`config.mk`:
```
export PLATFORM = sky130hd
export DESIGN_NAME = keypad_emulator
export DESIGN_NICKNAME = d
export VERILOG_FILES = /design/src/rtl/keypad_pkg.sv /design/src/rtl/bounce_lfsr.sv /design/src/rtl/keypad_emulator.sv
export SDC_FILE = /design/constraint.sdc
export NUM_CORES = 1
export LEC_CHECK = 0
export CORE_MARGIN = 5
export CORE_UTILIZATION = 50
export DETAILED_ROUTE_END_ITERATION = 10
export GPL_TIMING_DRIVEN = 0
export PLACE_DENSITY = 0.76
export RECOVER_POWER = 50
export SLEW_MARGIN = 20
export SYNTH_ARGS = -nofsm -noshare
export SYNTH_HDL_FRONTEND = slang
export SYNTH_SLANG_ARGS = --single-unit
```
`constraint.sdc`:
```
create_clock -name int_osc -period 5.2 [get_ports int_osc]
set_input_delay 1.3 -clock int_osc [delete_from_list [all_inputs] [get_ports int_osc]]
set_output_delay 1.3 -clock int_osc [all_outputs]
set_load 0.02 [all_outputs]
```
`src/rtl/keypad_pkg.sv`:
```
// keypad_pkg: shared types, LFSR constants and index widths for the keypad emulator
package keypad_pkg;
   typedef enum logic [1:0] {IDLE, PRESS_BOUNCE, HELD, RELEASE_BOUNCE} state_e;
   localparam int LFSR_W = 8;
   localparam logic [LFSR_W-1:0] LFSR_TAPS = 8'hB8;
   localparam logic [LFSR_W-1:0] LFSR_SEED_DEF = 8'hA5;
   localparam int IDX_W = 2;
   function automatic logic [LFSR_W-1:0] lfsr_step(logic [LFSR_W-1:0] q);
      return {q[LFSR_W-2:0], ^(q & LFSR_TAPS)};
   endfunction
   function automatic logic [15:0] hold_eff(logic [15:0] h);
      return (h == '0) ? 16'd1 : h;
   endfunction
endpackage

```
`src/rtl/bounce_lfsr.sv`:
```
// bounce_lfsr: Fibonacci LFSR that supplies the pseudo-random contact bounce pattern
module bounce_lfsr import keypad_pkg::*; #(
   parameter logic [LFSR_W-1:0] SEED = LFSR_SEED_DEF
) (
   input  logic              clk_i,
   input  logic              rst_ni,
   input  logic              en_i,
   output logic [LFSR_W-1:0] state_o
);
   logic [LFSR_W-1:0] state_q;
   // Advance one step per enabled cycle, hold otherwise
   always_ff @(posedge clk_i or negedge rst_ni) begin
      if (!rst_ni) state_q <= SEED;
      else if (en_i) state_q <= lfsr_step(state_q);
   end
   assign state_o = state_q;
endmodule

```
`src/rtl/keypad_emulator.sv`:
```
// keypad_emulator: emulates one matrix-keypad key with bounce, hold and release phases
module keypad_emulator import keypad_pkg::*; #(
   parameter logic [LFSR_W-1:0] LFSR_SEED = LFSR_SEED_DEF
) (
   input  logic             int_osc,
   input  logic             reset,
   input  logic [3:0]       cols,
   output logic [3:0]       rows,
   input  logic             press_req,
   input  logic [IDX_W-1:0] key_row,
   input  logic [IDX_W-1:0] key_col,
   input  logic [15:0]      hold_cycles,
   input  logic [7:0]       bounce_cycles,
   output logic             busy,
   output logic             done
);
   state_e            state_q, state_d;
   logic [15:0]       cnt_q, cnt_d, hold_q, hold_d;
   logic [7:0]        bnc_q, bnc_d;
   logic [IDX_W-1:0]  row_q, row_d, col_q, col_d;
   logic              contact_q, contact_d, done_q, done_d, lfsr_en;
   logic [LFSR_W-1:0] lfsr_q, lfsr_nxt;

   bounce_lfsr #(.SEED(LFSR_SEED)) u_lfsr (
      .clk_i  (int_osc),
      .rst_ni (reset),
      .en_i   (lfsr_en),
      .state_o(lfsr_q)
   );

   assign lfsr_en  = (state_q == PRESS_BOUNCE) || (state_q == RELEASE_BOUNCE);
   assign lfsr_nxt = lfsr_en ? lfsr_step(lfsr_q) : lfsr_q;

   // Sequence FSM: one shared down-counter times every phase, exiting at 1
   always_comb begin
      state_d = state_q;
      cnt_d   = (state_q == IDLE) ? cnt_q : cnt_q - 16'd1;
      hold_d  = hold_q;
      bnc_d   = bnc_q;
      row_d   = row_q;
      col_d   = col_q;
      case (state_q)
         IDLE: if (press_req) begin
            row_d   = key_row;
            col_d   = key_col;
            hold_d  = hold_cycles;
            bnc_d   = bounce_cycles;
            state_d = (bounce_cycles == '0) ? HELD : PRESS_BOUNCE;
            cnt_d   = (bounce_cycles == '0) ? hold_eff(hold_cycles) : {8'd0, bounce_cycles};
         end
         PRESS_BOUNCE: if (cnt_q == 16'd1) begin
            state_d = HELD;
            cnt_d   = hold_eff(hold_q);
         end
         HELD: if (cnt_q == 16'd1) begin
            state_d = (bnc_q == '0) ? IDLE : RELEASE_BOUNCE;
            cnt_d   = {8'd0, bnc_q};
         end
         RELEASE_BOUNCE: if (cnt_q == 16'd1) begin
            state_d = IDLE;
            cnt_d   = '0;
         end
         default: state_d = IDLE;
      endcase
      contact_d = (state_d == HELD) ||
                  (((state_d == PRESS_BOUNCE) || (state_d == RELEASE_BOUNCE)) && lfsr_nxt[0]);
      done_d    = (state_q != IDLE) && (state_d == IDLE);
   end

   // State, timing, captured key and registered contact
   always_ff @(posedge int_osc or negedge reset) begin
      if (!reset) begin
         state_q   <= IDLE;
         cnt_q     <= '0;
         hold_q    <= '0;
         bnc_q     <= '0;
         row_q     <= '0;
         col_q     <= '0;
         contact_q <= 1'b0;
         done_q    <= 1'b0;
      end else begin
         state_q   <= state_d;
         cnt_q     <= cnt_d;
         hold_q    <= hold_d;
         bnc_q     <= bnc_d;
         row_q     <= row_d;
         col_q     <= col_d;
         contact_q <= contact_d;
         done_q    <= done_d;
      end
   end

   assign rows = ~({3'b000, contact_q & ~cols[col_q]} << row_q);
   assign busy = (state_q != IDLE);
   assign done = done_q;
endmodule

```
==> flow_metrics.tcl <==
set metrics [dict create \
    final-hold-violation-count 0 \
    cp_max_fo 3 \
    antenna_found_initial 0 \
    timing.final.ws_setup_ns 0.762 \
    cp_num_buf_inv 2 \
    via_count 2547 \
    cp.required_ns 3.90 \
    postSynthAreaPerCell_sq_um 10.7 \
    groute.layer.met1.usage_pct 31.3 \
    syn-cell-area_sq_um 3040 \
    fill_cells 490 \
    dieArea_sq_um 7740 \
    gp_congestion 0.893 \
    fin_crit_sh_pct 85.3 \
    synth_xor_xnor_area_share_pct 2.88 \
    grt_pass1_wl_mm 12.7 \
    io_buffer_count 39 \
    root_buffer "clkbuf_8" \
    grt_busiest_layer "met1" \
    violations "max-capacitance violations, max-slew violations" \
    use_met3_pct 4.23 \
    core_region_area_sq_um 5920 \
    max_freq_mhz 225 \
    gr-usage-met2_pct 31.1 \
    synth_top_cell_by_area "dfrtp_1" \
    synth_top_family_by_area "simple AND/OR/NAND/NOR gates" \
    cts_resized 0 \
    async_reset_ff_share_pct 100 \
    ir_drop_uv 177 \
    clkSinkCount 56 \
    drt_pass1_iterations 5 \
    grt_usage_pct 21.2 \
    post_cts_buffers 0 \
    syn-num-nets 320 \
    setup_violations 0 \
    synthFlopType "dfrtp_1" \
    grt_pass1_vias 2542 \
    ctsHoldBuffers 0 \
    synth_compound_gate_area_share_pct 14.7 \
    syn_inst 283 \
    worst-slew-pin-transition_ns 2.91 \
    synthAdderAreaFrac_pct 0.823 \
    synth_top_area_share_pct 42.8 \
    slew_headroom_pct -94.1 \
    cts.clk_slew.worst_paths_ns 0.10 \
    synth.area.top_cells "dfrtp_1, mux2_2, a21oi_1" \
    hp-class "register to register" \
    drt_wl_total_mm 7.57 \
    fin_util_pct 61.3 \
    fin_crit_ns 4.44 \
    status "finished with violations" \
    yosys.area_share.simple_pct 17.5 \
    yosys-top-cells-count "dfrtp_1, mux2_2, a21oi_1" \
    power.density_nw_per_um2 264 \
    diodes 0 \
    worstSetupPathType "input port to output pin" \
    p_leak_nw 1.55 \
    arrival_ns 3.14 \
    synth_most_common_cell "dfrtp_1" \
    synth_seq_cells 56 \
    clock_latency_ns 0.31 \
    crit_path_start_kind "input port" \
    htree_levels 2 \
    hpwl_mm 5.75 \
    critPathCaptureType "output pin" \
    synth_warnings 0 \
    grt_max_degree 57 \
    layout.nets 366 \
    start_util_pct 51.4 \
    drt_iter0_drc 252 \
    ant_nets 0 \
    rsz0062_at_grt "false" \
    synthDistinctLibCells 56 \
    die_y_microns 88.0 \
    seq_area_sq_um 1410 \
    place_ws_ns 0.748 \
    cts_tree "done" \
    synthMuxAreaShare_pct 15.1 \
    syn_to_final_growth_pct 19.3 \
    grt-ovfl-total 0 \
    multi_input_area_sq_um 1550 \
    numCtsBuffers 5 \
    viasPerCell 6.29 \
    clock_path_buffers 2 \
    cp_slowest_stage_delay_ns 0.54 \
    ioPinCount 41 \
    seq_area_frac_synth_pct 46.2 \
    wl_per_cell_microns 18.7 \
    skew_ns 0.0120 \
    slew_violations 57 \
    num_rows 28 \
    tns_ns 0 \
    drc_errors 0 \
    synth_edf_count 0 \
    cap_violations 1 \
    die_w_microns 88.0 \
    cpMaxStageDelayCell "clkdlybuf4s50_1" \
    path_cells "clkdlybuf4s50_1 > mux4_2 > nor2b_1 > nor2b_1 > nand2b_1 > clkdlybuf4s50_1" \
    final_layout_size_suffix_gt1_share_pct 18.5 \
    critical_path.top_delay_family "buffers and inverters" \
]
==> routing by layer <==
layer / routed length [microns] / share of wire, % / vias to the layer above
li1: - / - / 1175
met1: 3480 / 46 / 1258
met2: 3450 / 46 / 101
met3: 503 / 6.6 / 13
met4: 140 / 1.8 / 0
met5: 0 / 0 / -
==> worst register-to-register path, delay by kind of cell, from the launching register on <==
family / cells / cell delay, ns
AND/OR/NAND/NOR: 3 / 1.24
flip-flops: 1 / 0.44
AO/OA/AOI/OAI: 2 / 0.39
buffers and inverters: 2 / 0.25
adder cells (fa/ha/maj): 1 / 0.22
==> state kept, by name (all words and copies together), names as in the netlist <==
register        count
cnt_q              16
hold_q             16
bnc_q               8
u_lfsr.state_o      8
col_q               2
row_q               2
state_q             2
contact_q           1
done                1
==> area by class of cell <==
type / count / share of cell area [%]
clock buffer: 6 / 2.00
buffer: 13 / 1.59
sequential: 56 / 38.8
multi-input combinational: 207 / 42.8
clock inverter: 2 / 0.966
timing repair buffer: 39 / 10.6
inverter: 7 / 0.724
tap: 75 / 2.59
==> stage by stage <==
| step | hold slack [ns] | area (sq um) | cells | power [mW] |
|---|---|---|---|---|
| floorplan | 0.474 | 3040 | 283 | 0.610 |
| global placement | 0.481 | 3530 | 397 | 0.677 |
| detailed placement | 0.498 | 3520 | 397 | 0.681 |
| CTS | 0.512 | 3630 | 405 | 0.962 |
| global route | 0.546 | 3630 | 405 | 1.00 |
| finish | 0.506 | 3630 | 405 | 0.957 |
==> cell usage in the layout (no fill, tap or decap), types with 5 or more instances in the layout <==
cell / instances
clkdlybuf4s50_1: 38
nor2_1: 16
nor4_1: 16
inv_1: 6
mux2_2: 38
o21ai_0: 14
a21oi_1: 24
clkbuf_8: 5
nor2b_1: 5
dfrtp_1: 52
clkbuf_1: 12
xnor2_1: 7
nand4_1: 5
a221o_1: 6
nand2_1: 8
==> cell families after synthesis <==
logic type	count (synthesis)
AOI/OAI and AO/OA	68
xor gates and xnor gates	10
adders and majority gates	2
buffers and inverters	20
DFF	56
muxes	40
and+or+nand+nor	87
==> where the power goes <==
group          internal (mW)  total [mW]  switching [mW]
clock network          0.143       0.282           0.138
logic                 0.0896       0.173          0.0834
registers              0.464       0.502          0.0387
total                  0.697       0.957           0.261
==> final timing paths <==
kind                                             start                          end  slack (ns)  cells past startpoint
max                                            cols[3]                      rows[0]        0.76                      6
min                        u_lfsr.state_o[0]$_DFF_PN1_  u_lfsr.state_o[0]$_DFF_PN1_        0.51                      2
max reg2reg                         cnt_q[0]$_DFF_PN0_          cnt_q[14]$_DFF_PN0_        2.60                      8
min reg2reg                u_lfsr.state_o[0]$_DFF_PN1_  u_lfsr.state_o[0]$_DFF_PN1_        0.51                      2
max in group asynchronous                        reset         bnc_q[7]$_DFFE_PN0P_        1.64                      1
min in group asynchronous                        reset         bnc_q[0]$_DFFE_PN0P_        1.93                      1
Note: power is estimated with default switching activity, not from simulation.
